[config.mk]
export PLATFORM = sky130hd
export DESIGN_NAME = jk_bank_ctrl
export DESIGN_NICKNAME = d
export VERILOG_FILES = /design/src/rtl/jk_bank_ctrl.sv
export SDC_FILE = /design/constraint.sdc
export NUM_CORES = 1
export LEC_CHECK = 0
export CORE_ASPECT_RATIO = 0.7
export CORE_MARGIN = 2
export CORE_UTILIZATION = 49
export DETAILED_ROUTE_END_ITERATION = 10
export PLACE_DENSITY = 0.79
export RECOVER_POWER = 25
export SLEW_MARGIN = 10
export SYNTH_ARGS = -nofsm -noshare
export SYNTH_HDL_FRONTEND = slang
export SYNTH_SLANG_ARGS = --single-unit
export TNS_END_PERCENT = 10
[constraint.sdc]
create_clock -name clk -period 2.2 [get_ports clk]
set_input_delay 0.33 -clock clk [delete_from_list [all_inputs] [get_ports clk]]
set_output_delay 0.33 -clock clk [all_outputs]
set_load 0.05 [all_outputs]
[src/rtl/jk_bank_ctrl.sv]
// Command sequencer for a bank of external JK flip-flops.
// It applies masked hold/clear/set/toggle patterns or runs a ripple up/down count over len+1 cycles.
module jk_bank_ctrl #(
  parameter int WIDTH = 4
) (
  input  logic             clk,
  input  logic             rst_n,
  input  logic             cmd_valid,
  output logic             cmd_ready,
  input  logic [2:0]       cmd_op,
  input  logic [WIDTH-1:0] cmd_mask,
  input  logic [3:0]       cmd_len,
  input  logic [WIDTH-1:0] q,
  output logic [WIDTH-1:0] j,
  output logic [WIDTH-1:0] k,
  output logic             busy,
  output logic             done
);

  typedef enum logic [1:0] {IDLE, APPLY, RUN, DONE} state_t;

  localparam logic [2:0] OP_CLEAR  = 3'b001;
  localparam logic [2:0] OP_SET    = 3'b010;
  localparam logic [2:0] OP_TOGGLE = 3'b011;
  localparam logic [2:0] OP_UP     = 3'b100;
  localparam logic [2:0] OP_DOWN   = 3'b101;

  state_t           state_q;
  logic [2:0]       op_q;
  logic [WIDTH-1:0] mask_q;
  logic [3:0]       len_q;
  logic [3:0]       cnt_q;
  logic             ready_q;
  logic             busy_q;
  logic             done_q;

  logic [3:0]       cnt_d;
  logic             is_count_op;

  assign cnt_d       = cnt_q + 4'd1;
  assign is_count_op = (cmd_op == OP_UP) || (cmd_op == OP_DOWN);

  always_ff @(posedge clk or negedge rst_n) begin
    if (!rst_n) begin
      state_q <= IDLE;
      op_q    <= '0;
      mask_q  <= '0;
      len_q   <= '0;
      cnt_q   <= '0;
      ready_q <= 1'b1;
      busy_q  <= 1'b0;
      done_q  <= 1'b0;
    end else begin
      case (state_q)
        IDLE: begin
          if (cmd_valid) begin
            op_q    <= cmd_op;
            mask_q  <= cmd_mask;
            len_q   <= cmd_len;
            cnt_q   <= '0;
            ready_q <= 1'b0;
            busy_q  <= 1'b1;
            state_q <= is_count_op ? RUN : APPLY;
          end
        end
        APPLY: begin
          busy_q  <= 1'b0;
          done_q  <= 1'b1;
          state_q <= DONE;
        end
        RUN: begin
          if (cnt_q == len_q) begin
            busy_q  <= 1'b0;
            done_q  <= 1'b1;
            state_q <= DONE;
          end else begin
            cnt_q <= cnt_d;
          end
        end
        default: begin
          done_q  <= 1'b0;
          ready_q <= 1'b1;
          state_q <= IDLE;
        end
      endcase
    end
  end

  assign cmd_ready = ready_q;
  assign busy      = busy_q;
  assign done      = done_q;

  // Toggle-enable chains: a bit flips when every lower bit is 1 (up) or 0 (down).
  logic [WIDTH-1:0] up_c;
  logic [WIDTH-1:0] dn_c;
  logic [WIDTH-1:0] run_t;
  logic             in_apply;
  logic             in_run;

  assign in_apply = (state_q == APPLY);
  assign in_run   = (state_q == RUN);
  assign up_c[0]  = 1'b1;
  assign dn_c[0]  = 1'b1;

  genvar gi;
  generate
    for (gi = 1; gi < WIDTH; gi++) begin : g_chain
      assign up_c[gi] = up_c[gi-1] & q[gi-1];
      assign dn_c[gi] = dn_c[gi-1] & ~q[gi-1];
    end
    for (gi = 0; gi < WIDTH; gi++) begin : g_bit
      assign run_t[gi] = (op_q == OP_UP) ? up_c[gi] : dn_c[gi];
      assign j[gi] = (in_apply && mask_q[gi] && ((op_q == OP_SET) || (op_q == OP_TOGGLE)))
                   || (in_run && run_t[gi]);
      assign k[gi] = (in_apply && mask_q[gi] && ((op_q == OP_CLEAR) || (op_q == OP_TOGGLE)))
                   || (in_run && run_t[gi]);
    end
  endgenerate

endmodule

==> metrics.yaml, run 1 <==
setup_path:
  ff2ff_path_depth: 4
  crit_family: "simple AND/OR/NAND/NOR gates"
  critPathCaptureType: "output port"
  r2r-end: "mask_q[2]"
  crit_fanout: 6
  crit_required_ns: 1.87
  cp_data_arrival_time_ns: 1.72
  cp.depth: 5
  cp_slowest_cell: "dfrtp_1"
  critPathLaunch: "op_q[0]"
  crit_end: "k[3]"
  crit_type: "register to output port"
  cp_cell_sequence: "nor3b_4 > nor4_1 > o21ai_0 > nand2_1 > buf_12"
  reg2reg_from: "state_q[1]"
  start_kind: "register"
  cpPeakStageDelay_ns: 0.48
  path_buf_inv: 1
  r2r_setup_slack_ns: 0.36
sta:
  slew_headroom_pct: 58.16
  min_period_over_period_pct: 93.39
  whs_ns: 0.4818
  finalMaxSlewViolations: 0
  period_needed_ns: 2.054
  fin_skew_ns: 0.0004435
  tightest_slew_ns: 0.6256
  finalSetupTns_ns: 0
  timing_hold_violations_final: 0
  finalSetupViolCount: 0
  rsz0062_at_grt: "no"
  fmax_mhz: 486.7
placement:
  routabilityCongestion: 0.7843
  port_buffers: 27
  dpl.hpwl_mm: 1.944
  dp.cells: 176
layout:
  layout.cells.non_filler: 180
  fillCellCount: 184
  synthToLayoutAreaGrowth_pct: 33.37
  final_common_cell: "dfrtp_1"
  final_util_pct: 68.17
  finalNetCount: 170
  n_antenna_cell: 0
  layout_common_cells: "dfrtp_1, clkdlybuf4s50_1, nand2_1"
  drive_gt1_share_pct: 27.40
synthesis:
  avgSynthCellArea_um2: 10.40
  seq_area_frac_synth_pct: 40.55
  syn_nets: 142
  syn_inst: 119
  synth.distinct_cells: 41
  synth_area_um2: 1237
  ys_seq_elements: 20
  ys_warn_count: 0
power_and_ir_drop:
  leakage_nw: 0.7125
  worst_ir_drop_vdd_mv: 0.9359
  p_per_area_nw_per_um2: 1520
  fin_total_pwr_mw: 2.508
global_route:
  grtUsageTotal_pct: 17.96
  grt_pass1_wl_mm: 3.995
  grt_max_degree: 15
  antenna_found_initial: 0
  grt-ovfl-total: 0
  grt_pass1_vias: 889
cts:
  cts_setup_buffers: 0
  cts.sinks: 20
  cts_buffers: 3
  htree_levels: 1
  hold_buffers: 0
  cts_root_buf: "clkbuf_4"
  cts_tree: "yes"
  clk_latency_ns: 0.29
  clk_pin_slew_ns: 0.11
  cts.path.max_buffers: 2
die:
  fp.dieH_um: 46.05
  dieWidth_um: 64.07
  ios: 29
  dieArea_um2: 2950
  rows: 15
  start_util_pct: 51.11
  core_um2: 2421
worst_hold_path:
  hold_class: "input pin to async pin"
route:
  via_per_inst: 5.250
  drt_wl_total_mm: 2.421
  first_pass_iters: 4
  drc_errors: 0
  detail_route.wl_per_cell_um: 13.45
  drt_iter0_markers: 28
  num_vias: 945
  antenna_left: 0
flow_run:
  drv_cap: 0
run_status:
  status: "finished clean"
==> timing repair <==
item                       CTS  global route
setup endpoints to repair    0             8
hold endpoints to repair     0             0
gates resized for setup      0             4
==> cells by family after synthesis <==
kind of cell	Yosys count	synth area share, %
XOR/XNOR	5	3.539
multiplexers	15	14.46
flip-flops	20	40.55
buffers and inverters	11	4.954
AND/OR/NAND/NOR	43	19.82
adder cells (fa/ha/maj)	5	5.056
AO/OA/AOI/OAI	20	11.63
==> worst min-delay path by stage <==
stage / startpoint / end / cells after the start
6_report: rst_n / cnt_q[0] / 1
5_1_grt: rst_n / done / 1
4_1_cts: rst_n / done / 1
3_5_place_dp: cmd_ready / cmd_ready / 2
3_3_place_gp: cmd_ready / cmd_ready / 2
2_1_floorplan: rst_n / busy / 0
==> per-stage QoR <==
step	area (um^2)	worst slack (ns)
detailed placement	1603	0.2699
global route	1650	0.03115
finish	1650	0.1455
global placement	1603	0.3202
floorplan	1237	0.3337
CTS	1639	0.06249
==> sequential cells by signal, indices dropped and copies added (netlist names) <==
| name | cells |
|---|---|
| busy | 1 |
| mask_q | 4 |
| cnt_q | 4 |
| cmd_ready | 1 |
| op_q | 3 |
| done | 1 |
| len_q | 4 |
| state_q | 2 |
==> per-layer routing <==
layer	share of wire (%)	global-route usage [%]	wire, um
met2	47	27.29	1130
met4	0.54	5.652	13
met5	0	0	0
met1	48	25.43	1174
met3	4.3	4.455	103
==> where the power goes <==
part           switching, mW  total, mW  internal, mW
clock                  0.107      0.208         0.101
combinational          0.808       1.59         0.778
sequential             0.169      0.714         0.545
total                   1.08       2.51          1.42
==> cells in the mapped netlist, drive strengths merged <==
master  count  area share (%)
a22o        1            0.71
nand4       3             2.0
nor4        1            0.51
a21oi       4             2.8
o21a        1            0.61
nand3b      1            0.61
mux2i       1            0.81
a31oi       1            0.51
o211ai      1            0.61
nor3b       3             2.6
ha          5             5.1
buf         4             2.0
clkbuf      2             1.4
xnor2       5             3.5
nor2        4             1.2
nor3        2            0.81
dfstp       1             2.1
nand2b      2             1.0
and4        1            0.71
and3        1            0.51
a41oi       1            0.71
and2b       2             1.3
a211oi      1             1.0
inv         5             1.5
nand4b      1            0.71
dfrtp      19              38
nand3       9             3.6
nand2      12             3.6
nor2b       1            0.51
mux2       14              14
a31o        2             1.4
o21ai       8             3.2
==> final cells by class <==
class                   count  area [um^2]  share of cell area, %
clock buffers               4        36.28                  2.199
inverters                   5        18.77                  1.137
multi-input cells          88        685.7                  41.55
flip-flops and latches     20        501.7                  30.40
well taps                  34        42.54                  2.578
repair buffers             29        365.4                  22.14
Note: power is estimated with default switching activity, not from simulation.
==> run 2: changes to the inputs <==
--- a/config.mk
+++ b/config.mk
@@ -11,4 +11,6 @@
 export DETAILED_ROUTE_END_ITERATION = 10
+export MAX_ROUTING_LAYER = met4
 export PLACE_DENSITY = 0.79
 export RECOVER_POWER = 25
+export REMOVE_ABC_BUFFERS = 1
 export SLEW_MARGIN = 10
--- a/constraint.sdc
+++ b/constraint.sdc
@@ -3,2 +3,2 @@
 set_output_delay 0.33 -clock clk [all_outputs]
-set_load 0.05 [all_outputs]
+set_load 0.01 [all_outputs]
==> metrics.yaml, run 2 (same netlist as run 1, synthesis figures left out) <==
cts:
  cts.path.max_buffers: 2  # unchanged
  clk_latency_ns: 0.30  # about the same
  cts.sinks: 20  # unchanged
  cts_tree: "yes"
  cts_root_buf: "clkbuf_4"
  clk_pin_slew_ns: 0.11  # about the same
  cts_buffers: 3  # unchanged
  hold_buffers: 0  # unchanged
  htree_levels: 1  # unchanged
sta:
  timing_hold_violations_final: 0  # unchanged
  finalSetupViolCount: 0  # unchanged
  fmax_mhz: 476.5  # -2.1%
  finalSetupTns_ns: 0  # unchanged
  slew_headroom_pct: 61.17  # +3.0 points
  fin_skew_ns: 0.0009494  # +0.0005059 ns
  finalMaxSlewViolations: 0  # unchanged
  tightest_slew_ns: 0.5824  # -0.04312 ns
  rsz0062_at_grt: "no"
  period_needed_ns: 2.099  # +0.04426 ns
  min_period_over_period_pct: 95.40  # +2.0 points
die:
  dieWidth_um: 64.07  # unchanged
  core_um2: 2421  # unchanged
  rows: 15  # unchanged
  start_util_pct: 51.11  # unchanged
  dieArea_um2: 2950  # unchanged
  fp.dieH_um: 46.05  # unchanged
  ios: 29  # unchanged
placement:
  routabilityCongestion: 0.8181  # +4.3%
  dpl.hpwl_mm: 1.891  # -2.8%
  port_buffers: 27  # unchanged
setup_path:
  crit_fanout: 8  # +2
  crit_type: "register to output port"
  critPathLaunch: "state_q[0]"
  start_kind: "register"
  crit_required_ns: 1.87  # about the same
  cp_data_arrival_time_ns: 1.77  # +0.05 ns
  critPathCaptureType: "output port"
  reg2reg_from: "state_q[0]"
layout:
  finalNetCount: 174  # +2.4%
  reg_top3: "cnt_q: 4 flops, len_q: 4 flops, mask_q: 4 flops"
  fillCellCount: 201  # +9.2%
  layout_common_cells: "dfrtp_1, clkdlybuf4s50_1, nand2_1"
  synthToLayoutAreaGrowth_pct: 27.91
  n_antenna_cell: 0  # unchanged
  drive_gt1_share_pct: 22.67  # -4.7 points
power_and_ir_drop:
  worst_ir_drop_vdd_mv: 0.5810  # -38%
  leakage_nw: 0.7214  # +1.2%
  fin_total_pwr_mw: 2.109  # -16%
  p_per_area_nw_per_um2: 1332  # -12%
run_status:
  status: "finished clean"
route:
  detail_route.wl_per_cell_um: 13.34  # -0.80%
  via_per_inst: 5.299  # +0.93%
  drt_wl_total_mm: 2.455  # +1.4%
  first_pass_iters: 4  # unchanged
  antenna_left: 0  # unchanged
  drc_errors: 0  # unchanged
  num_vias: 975  # +3.2%
  drt_iter0_markers: 20  # -29%
flow_run:
  drv_cap: 0  # unchanged
global_route:
  grt_pass1_wl_mm: 3.988  # -0.18%
  grt-ovfl-total: 0  # unchanged
  grtUsageTotal_pct: 19.20  # +1.2 points
  grt_pass1_vias: 852  # -4.2%
  grt_max_degree: 15  # unchanged
  antenna_found_initial: 0  # unchanged
worst_hold_path:
  hold_class: "input pin to async pin"
## run 2: layout make-up
| type | count | area [um^2] | share of cell area [%] |
|---|---|---|---|
| clock buffer | 4 | 36.28 | 2.292 |
| inverter | 5 | 18.77 | 1.186 |
| timing repair buffer | 33 | 301.5 | 19.05 |
| tap | 34 | 42.54 | 2.688 |
| multi-input combinational | 88 | 680.7 | 43.00 |
| sequential | 20 | 503.0 | 31.78 |
## run 2: through the flow
stage                     worst slack (ns)  hold slack, ns  cells  cell area [um^2]  utilization, %
after floorplan                     0.5987         0.03441    113              1195               -
after global placement             0.04702          0.4879    178              1538           63.51
after detailed placement           0.02948          0.5113    178              1538           63.51
after CTS                          0.09214          0.3394    184              1587           65.53
after global routing              0.006968          0.4188    184              1583           65.37
final                               0.1013          0.4122    184              1583           65.37
## run 2: path summary, 6_finish.rpt
| kind | slack [ns] | to | cells after the start |
|---|---|---|---|
| worst min register to register | 0.52 | cmd_ready | 2 |
| worst max-delay path | 0.10 | k[0] | 5 |
| min in group clk | 0.52 | cmd_ready | 2 |
| max in group asynchronous | 0.92 | len_q[2] | 2 |
| worst max register to register | 0.40 | len_q[1] | 4 |
| worst min-delay path | 0.41 | busy | 1 |
## run 2: layer usage
layer / track usage (%) / vias to the layer above / wire length (um)
met5: - / - / 0
met2: 30.42 / 22 / 1171
met3: 6.188 / 3 / 116
li1: - / 485 / -
met4: 5.217 / 0 / 16
met1: 23.99 / 465 / 1151
## run 2: worst max-delay path, cell delays in order, from the launching register on
cell           delay, ns
dfrtp_1             0.43
ha_1                0.22
nor2b_1             0.13
buf_4               0.16
a31o_2              0.24
dlygate4sd2_1       0.28
## run 2: report_power, final
part	total [mW]	switching [mW]	internal [mW]
combinational	1.21	0.557	0.653
sequential	0.687	0.140	0.547
clock	0.212	0.111	0.101
total	2.11	0.807	1.30
## run 2: what timing repair did
| action | CTS | global route |
|---|---|---|
| endpoints found under the setup margin | 8 | 2 |
| setup buffers | 2 | 0 |
| pin swaps | 1 | 0 |
| resized for setup | 10 | 1 |
